===== config.mk =====
export PLATFORM = sky130hd
export DESIGN_NAME = sound_seq
export DESIGN_NICKNAME = d
export VERILOG_FILES = /design/src/rtl/sound_seq.sv
export SDC_FILE = /design/constraint.sdc
export NUM_CORES = 1
export LEC_CHECK = 0
export ABC_AREA = 1
export CAP_MARGIN = 10
export CORE_MARGIN = 2
export CORE_UTILIZATION = 65
export CTS_BUF_LIST = sky130_fd_sc_hd__clkbuf_8 sky130_fd_sc_hd__clkbuf_16
export DETAILED_ROUTE_END_ITERATION = 12
export DONT_BUFFER_PORTS = 1
export GPL_TIMING_DRIVEN = 0
export PLACE_DENSITY = 0.89
export SLEW_MARGIN = 15
export SYNTH_ARGS = -nofsm -noshare
export SYNTH_HDL_FRONTEND = slang
export SYNTH_SLANG_ARGS = --single-unit

===== constraint.sdc =====
create_clock -name clk -period 3.4 [get_ports clk]
set_input_delay 0.68 -clock clk [delete_from_list [all_inputs] [get_ports clk]]
set_output_delay 0.68 -clock clk [all_outputs]
set_load 0.01 [all_outputs]

===== src/rtl/sound_seq.sv =====
// Multi-channel beep sequencer: the highest-index trigger wins, and a tone/gap burst
// plays on one registered square-wave output.
//
// state  | meaning
// IDLE   | no sequence; speaker low, active_ch 0
// TONE   | square wave running for one DUR window
// GAP    | silent DUR window between beeps
module sound_seq #(
  parameter int                      NUM_CH   = 4,
  parameter int                      DIV_W    = 16,
  parameter int                      DUR_W    = 24,
  parameter logic [NUM_CH*DIV_W-1:0] HALF_PER = {NUM_CH{DIV_W'(2)}},
  parameter logic [NUM_CH*DUR_W-1:0] DUR      = {NUM_CH{DUR_W'(1000)}},
  parameter logic [NUM_CH*4-1:0]     REPS     = {NUM_CH{4'd1}},
  localparam int                     CH_W     = (NUM_CH > 1) ? $clog2(NUM_CH) : 1
) (
  input  logic              clk,
  input  logic              rst,
  input  logic [NUM_CH-1:0] trigger,
  input  logic              mute,
  output logic              speaker,
  output logic              busy,
  output logic [CH_W-1:0]   active_ch,
  output logic              done
);

  localparam logic [1:0] S_IDLE = 2'd0;
  localparam logic [1:0] S_TONE = 2'd1;
  localparam logic [1:0] S_GAP  = 2'd2;

  logic [1:0]       state, state_nx;
  logic [DIV_W-1:0] div_cnt, div_nx;
  logic [DUR_W-1:0] dur_cnt, dur_nx;
  logic [3:0]       reps_left, reps_nx;
  logic             tone, tone_nx;
  logic [CH_W-1:0]  ch_nx;
  logic             done_nx;

  logic [DIV_W-1:0] hp_last  [NUM_CH];
  logic [DUR_W-1:0] dur_last [NUM_CH];
  logic [3:0]       reps_tab [NUM_CH];

  // Zero-valued parameters behave as 1; store terminal counts directly.
  for (genvar g = 0; g < NUM_CH; g++) begin : g_tab
    localparam logic [DIV_W-1:0] HP_RAW  = HALF_PER[g*DIV_W +: DIV_W];
    localparam logic [DUR_W-1:0] DUR_RAW = DUR[g*DUR_W +: DUR_W];
    localparam logic [3:0]       REP_RAW = REPS[g*4 +: 4];
    assign hp_last[g]  = (HP_RAW  == '0) ? '0 : HP_RAW - DIV_W'(1);
    assign dur_last[g] = (DUR_RAW == '0) ? '0 : DUR_RAW - DUR_W'(1);
    assign reps_tab[g] = (REP_RAW == '0) ? 4'd1 : REP_RAW;
  end

  logic [CH_W-1:0] winner;
  logic            trig_any;
  logic            accept;

  always_comb begin
    winner   = '0;
    trig_any = |trigger;
    for (int i = 0; i < NUM_CH; i++) begin
      if (trigger[i]) winner = CH_W'(i);
    end
  end

  // Equal or higher index restarts the sequence; lower requests are dropped.
  assign accept = trig_any && ((state == S_IDLE) || (winner >= active_ch));

  always_comb begin
    state_nx = state;
    ch_nx    = active_ch;
    div_nx   = div_cnt;
    dur_nx   = dur_cnt;
    reps_nx  = reps_left;
    tone_nx  = tone;
    done_nx  = 1'b0;
    if (accept) begin
      state_nx = S_TONE;
      ch_nx    = winner;
      div_nx   = '0;
      dur_nx   = '0;
      reps_nx  = reps_tab[winner];
      tone_nx  = 1'b0;
    end else begin
      case (state)
        S_TONE: begin
          if (dur_cnt == dur_last[active_ch]) begin
            div_nx  = '0;
            dur_nx  = '0;
            tone_nx = 1'b0;
            if (reps_left > 4'd1) begin
              state_nx = S_GAP;
              reps_nx  = reps_left - 4'd1;
            end else begin
              state_nx = S_IDLE;
              ch_nx    = '0;
              reps_nx  = '0;
              done_nx  = 1'b1;
            end
          end else begin
            dur_nx = dur_cnt + DUR_W'(1);
            if (div_cnt == hp_last[active_ch]) begin
              div_nx  = '0;
              tone_nx = ~tone;
            end else begin
              div_nx = div_cnt + DIV_W'(1);
            end
          end
        end
        S_GAP: begin
          div_nx  = '0;
          tone_nx = 1'b0;
          if (dur_cnt == dur_last[active_ch]) begin
            state_nx = S_TONE;
            dur_nx   = '0;
          end else begin
            dur_nx = dur_cnt + DUR_W'(1);
          end
        end
        default: begin
          state_nx = S_IDLE;
          ch_nx    = '0;
          div_nx   = '0;
          dur_nx   = '0;
          reps_nx  = '0;
          tone_nx  = 1'b0;
        end
      endcase
    end
  end

  always_ff @(posedge clk or posedge rst) begin
    if (rst) begin
      state     <= S_IDLE;
      active_ch <= '0;
      div_cnt   <= '0;
      dur_cnt   <= '0;
      reps_left <= '0;
      tone      <= 1'b0;
      speaker   <= 1'b0;
      done      <= 1'b0;
    end else begin
      state     <= state_nx;
      active_ch <= ch_nx;
      div_cnt   <= div_nx;
      dur_cnt   <= dur_nx;
      reps_left <= reps_nx;
      tone      <= tone_nx;
      // Mute only masks the pin; the tone phase keeps running underneath.
      speaker   <= tone_nx & ~mute;
      done      <= done_nx;
    end
  end

  assign busy = (state != S_IDLE);

endmodule


# Word level (Yosys, flattened, before mapping)

Index checks and enable logic that the tools add are counted.

Input port bits: 7
Flip-flop bits (word level): 51
Word-level logic and storage cells: 77
Output and inout port bits: 5

Bitwise logic cells: 5
Reduce and logical (&&, ||, !) cells: 9
Add/sub/neg operators: 3
Equality and inequality tests: 8
Muxes and demuxes: 40
$lt $le $gt $ge: 4

Operators by type and width:

| kind                  | number |
|---|---|
| $mux 24               | 5 |
| $mux 16               | 6 |
| $bmux 24 s2           | 1 |
| $bmux 16 s2           | 1 |
| $add 24x1->24 const B | 1 |
| $eq 24x24->1          | 1 |
| $mux 4                | 5 |
| $mux 2                | 9 |
| $add 16x1->16 const B | 1 |
| $eq 16x16->1          | 1 |
| $mux 1                | 9 |
| $ne 3x3->1 const B    | 3 |
| $bmux 4 s2            | 1 |
| $pmux 2 s2            | 2 |
| $pmux 4 s2            | 1 |
| $ge 3x3->1 const B    | 2 |
| $not 2->3             | 2 |
| $gt 4x1->1 const B    | 1 |
| $reduce_and 2->1      | 2 |
| $reduce_or 4->1       | 1 |
| $sub 4x1->4 const B   | 1 |
| $reduce_and 3->1      | 1 |
| $eq 2x1->1 const B    | 1 |
| $eq 2x2->1 const B    | 1 |
| 9 further kinds       | 10 |

# Longest topological paths before layout

Word-level depth: 10
Gate-level depth with buffers: 13
Gate-level depth less buffers: 13

# Worst setup path after synthesis

OpenSTA, ideal clock, no wires.

Path kind: input to register
From: in trigger[2]
To: reg dur_cnt[4]
Data arrival time: 1.884 ns
Stages: 13
Path slack: 1.444 ns
Setup time: 0.071 ns
Path buffers: 1
Required time: 3.329 ns
Cell sequence: inv_1 a21oi_1 ha_1 inv_1 nand2_1 nand2_1 nand2_1 nand2_1 nand2_1 inv_2 nand2_4 buf_6 nor2_1

Cells in the longest elaborated chain, start to end: 6
Elaborated cells on any way between the ends: 7
Those cells by class: order compare (1); mux (3); reduce/logical (3)

Ends and longest elaborated chain:

| item                 | RTL line | text |
|---|---|---|
| start, declared      | 19       | `input logic [NUM_CH-1:0] trigger,` |
| $mux 2 (2 in a row)  | 61       | `if (trigger[i]) winner = CH_W'(i);` |
| $ge 2x2->1           | 66       | `assign accept = trig_any && ((state == S_IDLE) \|\| (winner >= active_ch));` |
| $logic_or 1x1->1     | 66       |  |
| $logic_and 1x1->1 *  | 66       |  |
| $mux 24 *            | 76       | `if (accept) begin` |
| net dur_nx[4]        | 33       | `logic [DUR_W-1:0] dur_cnt, dur_nx;` |
| end signal, assigned | 145      | `dur_cnt <= dur_nx;` |
| end, declared        | 33       |  |

Mark *: on every way through the listed nets, which the timed path passes. The rest lies on a longest branch.
A chain may end at the register's enable or synchronous reset.

# Worst setup path after layout

From: in trigger[2]
To: reg dur_cnt[13]

Same word-level chain as after synthesis.

==> impl_results.md <==
* Reg2reg setup slack at 1.51 ns
* GRT Util Overall at 0.2475
* Number of antenna violations at the first check in global routing at 0
* NumNets Final at 428
* Syn Std Cell Area at 3004 um^2
* Area delta synth->final at 6.164%
* Die ar. at 5182 um^2
* Status: finished, final reports clean
* Rows at 24
* H-tree levels at 2
* Reg-to-reg startpoint: dur_cnt[0]
* Hold Violations, Final at 0
* Core area at 4414 um^2
* Flops & latches, synth at 51
* Drt drc at 0
* Slew headroom at 0.6803
* Clk slew on worst S/H paths at 0.09 ns
* Max clock buf depth at 2
* Num Clock Sinks at 51
* Largest net degree at the start of global routing at 35
* RR Endpoint: dur_cnt[13]
* First-pass GRT wire length at 10350 um
* Switching power at 0.5653 mW
* Crit path top cell by count: nand2_1
* # IOs at 12
* Max Cap Viol at 0
* Clk_lat worst skew at 0.29 ns
* Cts hold-fix bufs at 0
* Initial core utilization at 0.6806
* Critical Path, Cell by Cell: inv_1 > a21oi_1 > ha_1 > inv_1 > nand2_1 > nand2_1 > nand2_1 > nand2_1 > nand2_1 > inv_2 > nand2_4 > buf_6 > nor2_1
* Critical Path End Type: flop
* Number of synthesized flops with an enable pin at 0
* R2R cell count at 11
* GR Overflow Total at 0
* Dpl cells at 456
* WP data required at 3.63 ns
* Area contributors post-synth: dfrtp_1 (42%), nand2_1 (12%), nor2_1 (12%)
* Final Max Tran Viols at 0
* Clock share of power at 0.237
* Crit share post-route at 0.5612
* DRT Pass-1 Iters at 6
* Sequential fraction of design power at 0.459
* CTS tree: yes
* Internal power at 0.9893 mW
* Yosys cell types at 31
* CTS resizes at 0
* Crit-path max FO at 10
* Antenna diodes at 0
* YS warnings at 0
* Worst Setup Slack, final at 1.492 ns
* DRT antenna net count at 0
* Most frequent cells in the layout: nand2_1 (98), nor2_1 (94), dfrtp_1 (51)
* DR iter-0 viols at 124
* Peak supply drop at 0.0004100 V
* Multi-input logic area at 1529 um^2
* CP Capture Point: dur_cnt[13]
* Reg area at 1276 um^2
* RSZ-0062 raised after global routing: no
* Post-Syn Area per Cell at 7.454 um^2
* Largest area contributor in the netlist: dfrtp_1
* Post-Syn Nets at 420
* Startpoint class of the critical path: input port
* Leading cell type in the layout, fill and taps excluded: nand2_1
* Crit-path max cell delay at 0.26 ns
* Final Skew at 0.006870 ns
* Synth top area share at 0.4248
* Worst-margin pin slew at 0.4796 ns
* Sequential area share after synthesis at 0.4248
* PD cells at 487.4 nW/um^2
* Setup CP Type: input port to flop
* CP max stage cell: ha_1
* Cells after synthesis at 403
* Combinational share of power at 0.304
* Root Buffer: clkbuf_8
* Via count at 2490
* Most used DFF post-synth: dfrtp_1
* Gpl congestion at 0.9514
* Minimum clock period at 1.908 ns
* Post-Route WL at 5744 um
* PortBufs at 0
* Die X at 71.99 um
* Critical Path AT at 2.13 ns
* Fmax at 524.1 MHz
* Post-route insts no fill at 464
* Hold WS at 0.2503 ns
* Worst hold path class: input port to asynchronous set/reset pin
* Layout cells sized above 1 at 0.08981
* Setup Fix Bufs, Post-CTS at 0
* Post-DP HPWL at 4322 um
* Leakage at 1.457 nW
* Final-report setup violation count at 0
* Number of global-route vias before repair at 2469
* Beginning of the critical path: trigger[2]
* DR vias/cell at 5.366
* CTS buffer count at 5
* Filler Cells Inserted at 340
* Post-place setup slack at 1.196 ns
* Routed WL per cell at 12.38 um
* Net Sw Frac at 0.3636
* Ys async rst share at 1.000
* Power Total at 1.555 mW
* Setup_tns at 0 ns
* Die height at 71.99 um
cells by family (layout without fill, tap and decap cells):
family                   after synthesis  after routing  share of synthesized area
buffers and inverters                 49             58                    0.06622
AO/OA/AOI/OAI                         15             15                    0.03124
adder cells (fa/ha/maj)               10             10                    0.04165
XOR/XNOR                              23             23                    0.06705
AND/OR/NAND/NOR                      255            255                     0.3690
flip-flops                            51             51                     0.4248
worst min-delay path by stage:
stage / end / slack (ns) / cells past startpoint
global route: speaker / 0.27 / 1
finish: div_cnt[9] / 0.25 / 1
global placement: div_cnt[0] / 0.48 / 1
detailed placement: div_cnt[0] / 0.48 / 1
CTS: div_cnt[9] / 0.26 / 1
floorplan: div_cnt[0] / 0.46 / 1
sequential cells by signal, summed over array words and instances, names as in the netlist:
name       cells
tone           1
done           1
state          2
active_ch      2
reps_left      4
div_cnt       16
speaker        1
dur_cnt       24
critical path: cells and delay by family:
family,cells,cell delay (ns)
AND/OR/NAND/NOR,7,0.64
buffers and inverters,4,0.36
adder cells (fa/ha/maj),1,0.26
AO/OA/AOI/OAI,1,0.17
routing by layer:
metal	vias to the layer above	track usage	share of wire
met5	-	0	0
met4	0	0.07547	0.0096
met3	8	0.05278	0.042
met2	50	0.4074	0.49
met1	1166	0.3321	0.46
li1	1266	-	-
metrics by stage:
step                      cell area (um^2)    util
after floorplan                       3004       -
after global placement                3069  0.6953
after detailed placement              3089  0.6998
after CTS                             3189  0.7225
after global routing                  3189  0.7225
final                                 3189  0.7225
area by class of cell:
type	count	area share
multi-input combinational	303	0.4794
sequential	51	0.4002
inverter	46	0.05414
clock buffer	7	0.03021
tap	52	0.02040
buffer	3	0.008239
timing repair buffer	1	0.006277
clock inverter	1	0.001177
power by group through the flow:
stage	logic (mW)	clock network, mW	registers, mW
after CTS	0.478	0.375	0.712
after detailed placement	0.475	0	0.724
final	0.473	0.368	0.713
after floorplan	0.375	0	0.711
after global placement	0.458	0	0.722
after global routing	0.550	0.400	0.719
Yosys cell counts, types with 2 or more instances:
| master | count |
|---|---|
| or2_2 | 2 |
| buf_6 | 2 |
| dfrtp_1 | 51 |
| xor2_1 | 18 |
| xnor2_1 | 5 |
| nor2_4 | 3 |
| nand2_4 | 3 |
| nand2_2 | 7 |
| nor3_1 | 3 |
| inv_1 | 42 |
| ha_1 | 10 |
| inv_2 | 4 |
| nor2_2 | 2 |
| nor2_1 | 94 |
| o21ai_0 | 7 |
| nand2_1 | 98 |
| nor4_1 | 2 |
| nand3_1 | 33 |
| nand4_1 | 4 |
| a21oi_1 | 2 |
Note: power is estimated with default switching activity, not from simulation.
